**config.mk**
```make
export PLATFORM = sky130hd
export DESIGN_NAME = reset_sequencer
export DESIGN_NICKNAME = d
export VERILOG_FILES = /design/src/rtl/reset_seq_pkg.sv /design/src/rtl/reset_seq_timer.sv /design/src/rtl/reset_sequencer.sv
export SDC_FILE = /design/constraint.sdc
export NUM_CORES = 1
export LEC_CHECK = 0
export CORE_UTILIZATION = 35
export CTS_CLUSTER_SIZE = 16
export DETAILED_ROUTE_END_ITERATION = 7
export PLACE_DENSITY = 0.55
export RECOVER_POWER = 100
export SLEW_MARGIN = 20
export SYNTH_ARGS = -nofsm -noshare
export SYNTH_HDL_FRONTEND = slang
export SYNTH_SLANG_ARGS = --single-unit
```
**constraint.sdc**
```tcl
create_clock -name clk -period 4.28 [get_ports clk]
set_input_delay 0.856 -clock clk [delete_from_list [all_inputs] [get_ports clk]]
set_output_delay 0.856 -clock clk [all_outputs]
set_load 0.01 [all_outputs]
```
**src/rtl/reset_seq_pkg.sv**
```systemverilog
// Shared types and default constants for the staged reset sequencer.
//
// Contents:
//   RSEQ_NUM_STAGES_DEF  - default number of staged reset outputs
//   RSEQ_STAGE_DELAY_DEF - default clocks between successive releases
//   rseq_state_e         - sequencer FSM state encoding
//
// Build option: RESET_SEQ_REVERSE_ASSERT_EN adds S_ASSERT, so that a soft
// reset asserts the stages one at a time in reverse order.
package reset_seq_pkg;

    localparam int unsigned RSEQ_NUM_STAGES_DEF  = 3;
    localparam int unsigned RSEQ_STAGE_DELAY_DEF = 16;

`ifdef RESET_SEQ_REVERSE_ASSERT_EN
    typedef enum logic [1:0] {
        S_HOLD   = 2'd0,
        S_DONE   = 2'd1,
        S_ACK    = 2'd2,
        S_ASSERT = 2'd3
    } rseq_state_e;
`else
    typedef enum logic [1:0] {
        S_HOLD   = 2'd0,
        S_DONE   = 2'd1,
        S_ACK    = 2'd2
    } rseq_state_e;
`endif

endpackage : reset_seq_pkg

```
**src/rtl/reset_seq_timer.sv**
```systemverilog
// Inter-stage delay timer for the reset sequencer.
//
// The counter holds the number of enabled cycles that remain before the next
// expiry. It runs STAGE_DELAY-1 down to 0, and expire_c marks the enabled
// cycle in which it reaches 0. On that cycle it wraps back to STAGE_DELAY-1,
// so back-to-back stages need no reload. STAGE_DELAY=1 therefore expires on
// every enabled cycle.
//
// Ports:
//   clk      - block clock
//   rst_n    - asynchronous active-low reset (same pin as the sequencer)
//   load     - restart a full STAGE_DELAY interval
//   en       - count this cycle
//   expire_c - combinational one-cycle pulse: interval complete this cycle
module reset_seq_timer
    import reset_seq_pkg::*;
#(
    parameter int unsigned STAGE_DELAY = RSEQ_STAGE_DELAY_DEF,
    parameter int unsigned CNT_W       = $clog2(STAGE_DELAY + 1)
) (
    input  logic clk,
    input  logic rst_n,
    input  logic load,
    input  logic en,
    output logic expire_c
);

    localparam logic [CNT_W-1:0] RELOAD = CNT_W'(STAGE_DELAY - 1);

    logic [CNT_W-1:0] cnt;

    // Remaining-cycles counter, wrapping on expiry.
    always_ff @(posedge clk or negedge rst_n) begin
        if (!rst_n) begin
            cnt <= RELOAD;
        end else if (load) begin
            cnt <= RELOAD;
        end else if (en) begin
            if (cnt == '0) begin
                cnt <= RELOAD;
            end else begin
                cnt <= cnt - CNT_W'(1);
            end
        end
    end

    assign expire_c = en && (cnt == '0);

endmodule : reset_seq_timer

```
**src/rtl/reset_sequencer.sv**
```systemverilog
// Ordered per-domain reset generator for the BNN datapath.
//
// After the chip reset rst_n is released, stage_rst_n[0..N-1] are released
// in index order, STAGE_DELAY clocks apart. The order is IO/shift-in, then the
// layer engines, then the output classifier. Once every stage is out of reset,
// a four-phase soft_req/soft_ack handshake can re-run the whole sequence.
//
// Ports:
//   clk         - block clock
//   rst_n       - asynchronous active-low chip reset
//   soft_req    - soft-reset request (level, four-phase)
//   soft_ack    - soft-reset acknowledge (level, registered)
//   stage_rst_n - staged active-low resets; bit 0 is released first
//   rst_done    - all stages released (registered)
//   busy        - inverse of rst_done (registered)
//
// Build option: RESET_SEQ_REVERSE_ASSERT_EN makes a soft reset assert the
// stages N-1 down to 0, STAGE_DELAY apart, before the normal release. When it
// is undefined, all stages assert together. Power-up is the same in both builds.
module reset_sequencer
    import reset_seq_pkg::*;
#(
    parameter int unsigned NUM_STAGES  = RSEQ_NUM_STAGES_DEF,
    parameter int unsigned STAGE_DELAY = RSEQ_STAGE_DELAY_DEF,
    parameter int unsigned CNT_W       = $clog2(STAGE_DELAY + 1)
) (
    input  logic                  clk,
    input  logic                  rst_n,
    input  logic                  soft_req,
    output logic                  soft_ack,
    output logic [NUM_STAGES-1:0] stage_rst_n,
    output logic                  rst_done,
    output logic                  busy
);

    localparam int unsigned      IDX_W    = (NUM_STAGES > 1) ? $clog2(NUM_STAGES) : 1;
    localparam logic [IDX_W-1:0] LAST_IDX = IDX_W'(NUM_STAGES - 1);

    rseq_state_e      state;
    logic [IDX_W-1:0] idx;
    logic             soft_pend;
    logic             trigger_c;
    logic             tmr_en_c;
    logic             expire_c;

    // One-hot mask that selects stage i.
    function automatic logic [NUM_STAGES-1:0] stage_bit(input logic [IDX_W-1:0] i);
        stage_bit = '0;
        for (int unsigned k = 0; k < NUM_STAGES; k++) begin
            if (i == IDX_W'(k)) begin
                stage_bit[k] = 1'b1;
            end
        end
    endfunction

    // A new request is only honoured from S_DONE with no acknowledge owed or
    // pending, so a request still held high after a completed handshake cannot
    // retrigger.
    assign trigger_c = (state == S_DONE) && !soft_pend && !soft_ack && soft_req;

`ifdef RESET_SEQ_REVERSE_ASSERT_EN
    assign tmr_en_c = (state == S_HOLD) || (state == S_ASSERT);
`else
    assign tmr_en_c = (state == S_HOLD);
`endif

    reset_seq_timer #(
        .STAGE_DELAY (STAGE_DELAY),
        .CNT_W       (CNT_W)
    ) u_timer (
        .clk      (clk),
        .rst_n    (rst_n),
        .load     (trigger_c),
        .en       (tmr_en_c),
        .expire_c (expire_c)
    );

    // Sequencer FSM, stage index and all registered outputs.
    always_ff @(posedge clk or negedge rst_n) begin
        if (!rst_n) begin
            state       <= S_HOLD;
            idx         <= '0;
            soft_pend   <= 1'b0;
            soft_ack    <= 1'b0;
            stage_rst_n <= '0;
            rst_done    <= 1'b0;
            busy        <= 1'b1;
        end else begin
            case (state)
                // Release one stage per expiry, strictly in index order.
                S_HOLD: begin
                    if (expire_c) begin
                        stage_rst_n <= stage_rst_n | stage_bit(idx);
                        if (idx == LAST_IDX) begin
                            idx   <= '0;
                            state <= S_DONE;
                        end else begin
                            idx <= idx + IDX_W'(1);
                        end
                    end
                end

`ifdef RESET_SEQ_REVERSE_ASSERT_EN
                // idx names the most recently asserted stage; assert the one below it.
                S_ASSERT: begin
                    if (expire_c) begin
                        stage_rst_n <= stage_rst_n & ~stage_bit(idx - IDX_W'(1));
                        if (idx == IDX_W'(1)) begin
                            idx   <= '0;
                            state <= S_HOLD;
                        end else begin
                            idx <= idx - IDX_W'(1);
                        end
                    end
                end
`endif

                S_DONE: begin
                    if (soft_pend) begin
                        rst_done  <= 1'b1;
                        busy      <= 1'b0;
                        soft_ack  <= 1'b1;
                        soft_pend <= 1'b0;
                        state     <= S_ACK;
                    end else if (trigger_c) begin
                        rst_done  <= 1'b0;
                        busy      <= 1'b1;
                        soft_pend <= 1'b1;
`ifdef RESET_SEQ_REVERSE_ASSERT_EN
                        stage_rst_n <= stage_rst_n & ~stage_bit(LAST_IDX);
                        if (NUM_STAGES > 1) begin
                            idx   <= LAST_IDX;
                            state <= S_ASSERT;
                        end else begin
                            idx   <= '0;
                            state <= S_HOLD;
                        end
`else
                        stage_rst_n <= '0;
                        idx         <= '0;
                        state       <= S_HOLD;
`endif
                    end else begin
                        rst_done <= 1'b1;
                        busy     <= 1'b0;
                    end
                end

                // Hold the acknowledge until the requester withdraws.
                S_ACK: begin
                    if (!soft_req) begin
                        soft_ack <= 1'b0;
                        state    <= S_DONE;
                    end
                end

                default: begin
                    state <= S_HOLD;
                end
            endcase
        end
    end

endmodule : reset_sequencer
```
==> flow_metrics.py <==
metrics = {
    "clock_tree": {
        "postCtsHoldBufs": 0,
        "tritoncts": "built",
        "post-cts-setup-buffer-count": 0,
        "clk_root_buffer_cell": "clkbuf_4",
        "post_cts.resized_instances": 0,
        "htree_levels": 1,
        "tritoncts_num_sinks": 16,
        "cts_buffer_depth": 2,
        "clkTransAtPathRegs_ns": 0.10,
        "worstSkewPairLatency_ns": 0.29,
        "tritoncts_buffers": 3,
    },
    "power": {
        "ir_worst_vdd_uv": 301,
        "design_power_total_uw": 594,
        "switching_share": 0.344,
        "clock_power_share": 0.174,
        "p_int_uw": 389,
        "power.share.sequential": 0.479,
        "total_switching_power_uw": 204,
        "power.density_cell_area_nw_per_um2": 681,
        "comb_power_share": 0.347,
        "total_leakage_power_nw": 0.401,
    },
    "timing": {
        "finalWorstPathRequiredPeriod_ns": 2.31,
        "grt_setup_unrepaired": "false",
        "finalHoldViolCount": 0,
        "slew_violations": 0,
        "finalSetupViolCount": 0,
        "final.setup.tns_ns": 0,
        "fin_ws_ns": 1.97,
        "max_freq_mhz": 432,
        "max_slew.worst_pin.slew_ns": 0.718,
        "ratio_of_final_minimum_period_to_clock_period": 0.540,
        "max-slew-margin-rel": 0.520,
        "finalClockSkew_ns": 0.000801,
    },
    "die": {
        "num_rows": 16,
        "start_util": 0.377,
        "die_area_um2": 2350,
        "die_width_um": 48.4,
        "die_height_um": 48.4,
        "fp.coreArea_um2": 2000,
        "io_pins": 9,
    },
    "place": {
        "dp_hpwl_um": 875,
        "place_inst": 101,
        "gp_routability_congestion": 0.736,
        "portBuffers": 8,
        "pre_cts_ws_ns": 1.86,
    },
    "critical_path": {
        "path_cells": "dlygate4sd3_1 -> or2b_1 -> or3_1 -> a31o_2",
        "worst-endpoint-arrival_ns": 2.50,
        "slowest_delay_ns": 0.59,
        "cpMaxStageDelayCell": "dlygate4sd3_1",
        "cp-end-kind": "register",
        "timing.critical_path.required_ns": 4.47,
        "setup.worst_path.class": "input port to register",
        "worst_setup_path_start_kind": "input port",
        "worstPathMaxFanout": 13,
    },
    "finish": {
        "n_fill_cell": 207,
        "post-route-util": 0.436,
        "antenna-diode-count": 0,
        "post_route_cells_drive_above_1_share": 0.167,
        "layout.area.seq_um2": 407,
        "fin_cells": 105,
        "final_nets": 83,
        "area_growth_pct": 15.6,
        "multi_input_area_um2": 297,
    },
    "detailed_routing": {
        "dr_total_vias": 519,
        "detail_route.vias_per_cell": 4.94,
        "dr.first_iter.drc_count": 5,
        "drcViolationCount": 0,
        "antenna_violating_nets_post_route": 0,
        "route.final.wire_length_um": 1320,
        "routedWlPerCell_um": 12.6,
        "number_of_search_and_repair_iterations_in_the_first_detailed_routing_pass": 3,
    },
    "synth": {
        "synth.largest_area_cell": "dfrtp_1",
        "synthesis.yosys.warnings": 0,
        "synthCells": 69,
        "netlist-cell-type-count": 29,
        "synth_sequential_area_ratio": 0.539,
        "postSynthAreaPerCell_um2": 10.9,
        "synth_area_um2": 754,
        "synth_fp_nets": 73,
        "synth-seq-cells": 16,
        "yosys.area.top_type_share": 0.365,
        "post_synth_main_area_contributors": "dfrtp_1 36%, dfstp_2 17%, nand2_1 4.5%",
    },
    "run": {
        "cap_viol_max_count": 0,
    },
    "global_routing": {
        "global_route_wire_length_before_repair_um": 2370,
        "globalRoute.totalOverflow": 0,
        "overall_global_routing_usage": 0.134,
        "maximum_number_of_pins_on_one_net_before_global_route_repair": 17,
        "grt_antenna_before_repair": 0,
        "vias_in_the_first_global_route": 528,
    },
    "outcome": {
        "run_status": "finished, final reports clean",
    },
    "hold_path": {
        "timing.hold.worst.class": "register to register",
    },
}
[cell usage after synthesis, drive strengths merged]
| cell type | n |
|---|---|
| a21boi | 1 |
| a21o | 2 |
| a21oi | 2 |
| a31o | 2 |
| a32oi | 1 |
| a41o | 1 |
| and2 | 1 |
| and3 | 2 |
| and4b | 2 |
| buf | 3 |
| dfrtp | 11 |
| dfstp | 5 |
| ha | 1 |
| inv | 5 |
| nand2 | 9 |
| nand2b | 1 |
| nand3 | 1 |
| nand3b | 1 |
| nor2 | 3 |
| nor3 | 2 |
| nor3b | 1 |
| nor4bb | 1 |
| o211ai | 1 |
| o21ai | 5 |
| o311ai | 1 |
| or2b | 1 |
| or3 | 1 |
| xnor2 | 2 |
[cell families (layout without fill, tap and decap cells)]
group	after synthesis	in the layout	share of synthesized area
adders and majority gates	1	1	0.0166
and+or+nand+nor	26	26	0.214
AOI/OAI and AO/OA	16	16	0.146
DFF	16	16	0.539
xor gates and xnor gates	2	2	0.0232
buffers and inverters	8	17	0.0614
[cell type report]
class                           instances  share of cell area
Sequential cell                        16               0.466
Timing Repair Buffer                    8              0.0918
Inverter                                5              0.0215
Tap cell                               27              0.0387
Clock buffer                            4              0.0416
Multi-Input combinational cell         45               0.340
[flip-flops by register name (all words and copies together), names as in the netlist]
| register | count |
|---|---|
| u_timer.cnt | 5 |
| stage_rst_n | 3 |
| idx | 2 |
| state | 2 |
| busy | 1 |
| rst_done | 1 |
| soft_ack | 1 |
| soft_pend | 1 |
[cell usage in the layout (no fill, tap or decap)]
cell / synthesis / final
a32oi_1: 1 / 1
nor3_1: 2 / 2
dlygate4sd3_1: 0 / 8
nor2_1: 3 / 3
inv_1: 5 / 5
nand3b_1: 1 / 1
a21o_1: 2 / 2
o211ai_1: 1 / 1
o311ai_0: 1 / 1
or3_1: 0 / 1
a41o_1: 1 / 1
and2_0: 0 / 1
a21oi_1: 2 / 2
nand2b_4: 1 / 1
dfstp_2: 5 / 5
xnor2_1: 2 / 2
clkbuf_4: 0 / 3
clkbuf_8: 0 / 1
nand2_1: 9 / 9
nand3_1: 1 / 1
and3_1: 2 / 2
ha_1: 1 / 1
and4b_1: 2 / 2
nor4bb_1: 1 / 1
dfrtp_1: 11 / 11
or2b_1: 1 / 1
a21boi_0: 1 / 1
nor3b_2: 1 / 1
o21ai_0: 5 / 5
a31o_2: 2 / 2
[worst paths after layout]
check                      startpoint        to  depth (start not counted)  slack (ns)
min in group asynchronous       rst_n  state[0]                          1        1.05
max in group asynchronous       rst_n  state[1]                          1        2.78
hold / removal                   busy      busy                          2        0.47
setup / recovery             soft_req    idx[0]                          4        1.97
hold reg to reg                  busy      busy                          2        0.47
setup reg to reg             state[0]    idx[0]                          3        2.63
[worst max-delay path, delay by kind of cell]
| family | cells | cell delay, ns |
|---|---|---|
| AND/OR/NAND/NOR | 2 | 0.75 |
| buffers and inverters | 1 | 0.59 |
| AO/OA/AOI/OAI | 1 | 0.30 |
[per-stage QoR]
| stage | area (um2) | hold WS (ns) |
|---|---|---|
| 6_report | 872 | 0.473 |
| 5_1_grt | 872 | 0.503 |
| 4_1_cts | 877 | 0.478 |
| 3_5_place_dp | 841 | 0.457 |
| 3_3_place_gp | 841 | 0.452 |
| 2_1_floorplan | 754 | 0.465 |
[metal layers]
metal,wire [um],part of all wire,GRT usage
met5,0,0,0
met4,37,0.028,0.103
met3,23,0.017,0.0189
met2,537,0.41,0.185
met1,725,0.55,0.189
[power groups by stage]
stage / clock network, mW / logic [mW] / registers (mW)
2_1_floorplan: 0 / 0.152 / 0.277
4_1_cts: 0.106 / 0.216 / 0.286
3_3_place_gp: 0 / 0.212 / 0.289
5_1_grt: 0.111 / 0.233 / 0.297
6_report: 0.103 / 0.206 / 0.284
3_5_place_dp: 0 / 0.214 / 0.289
No activity file was read; power rests on OpenSTA's default activity.
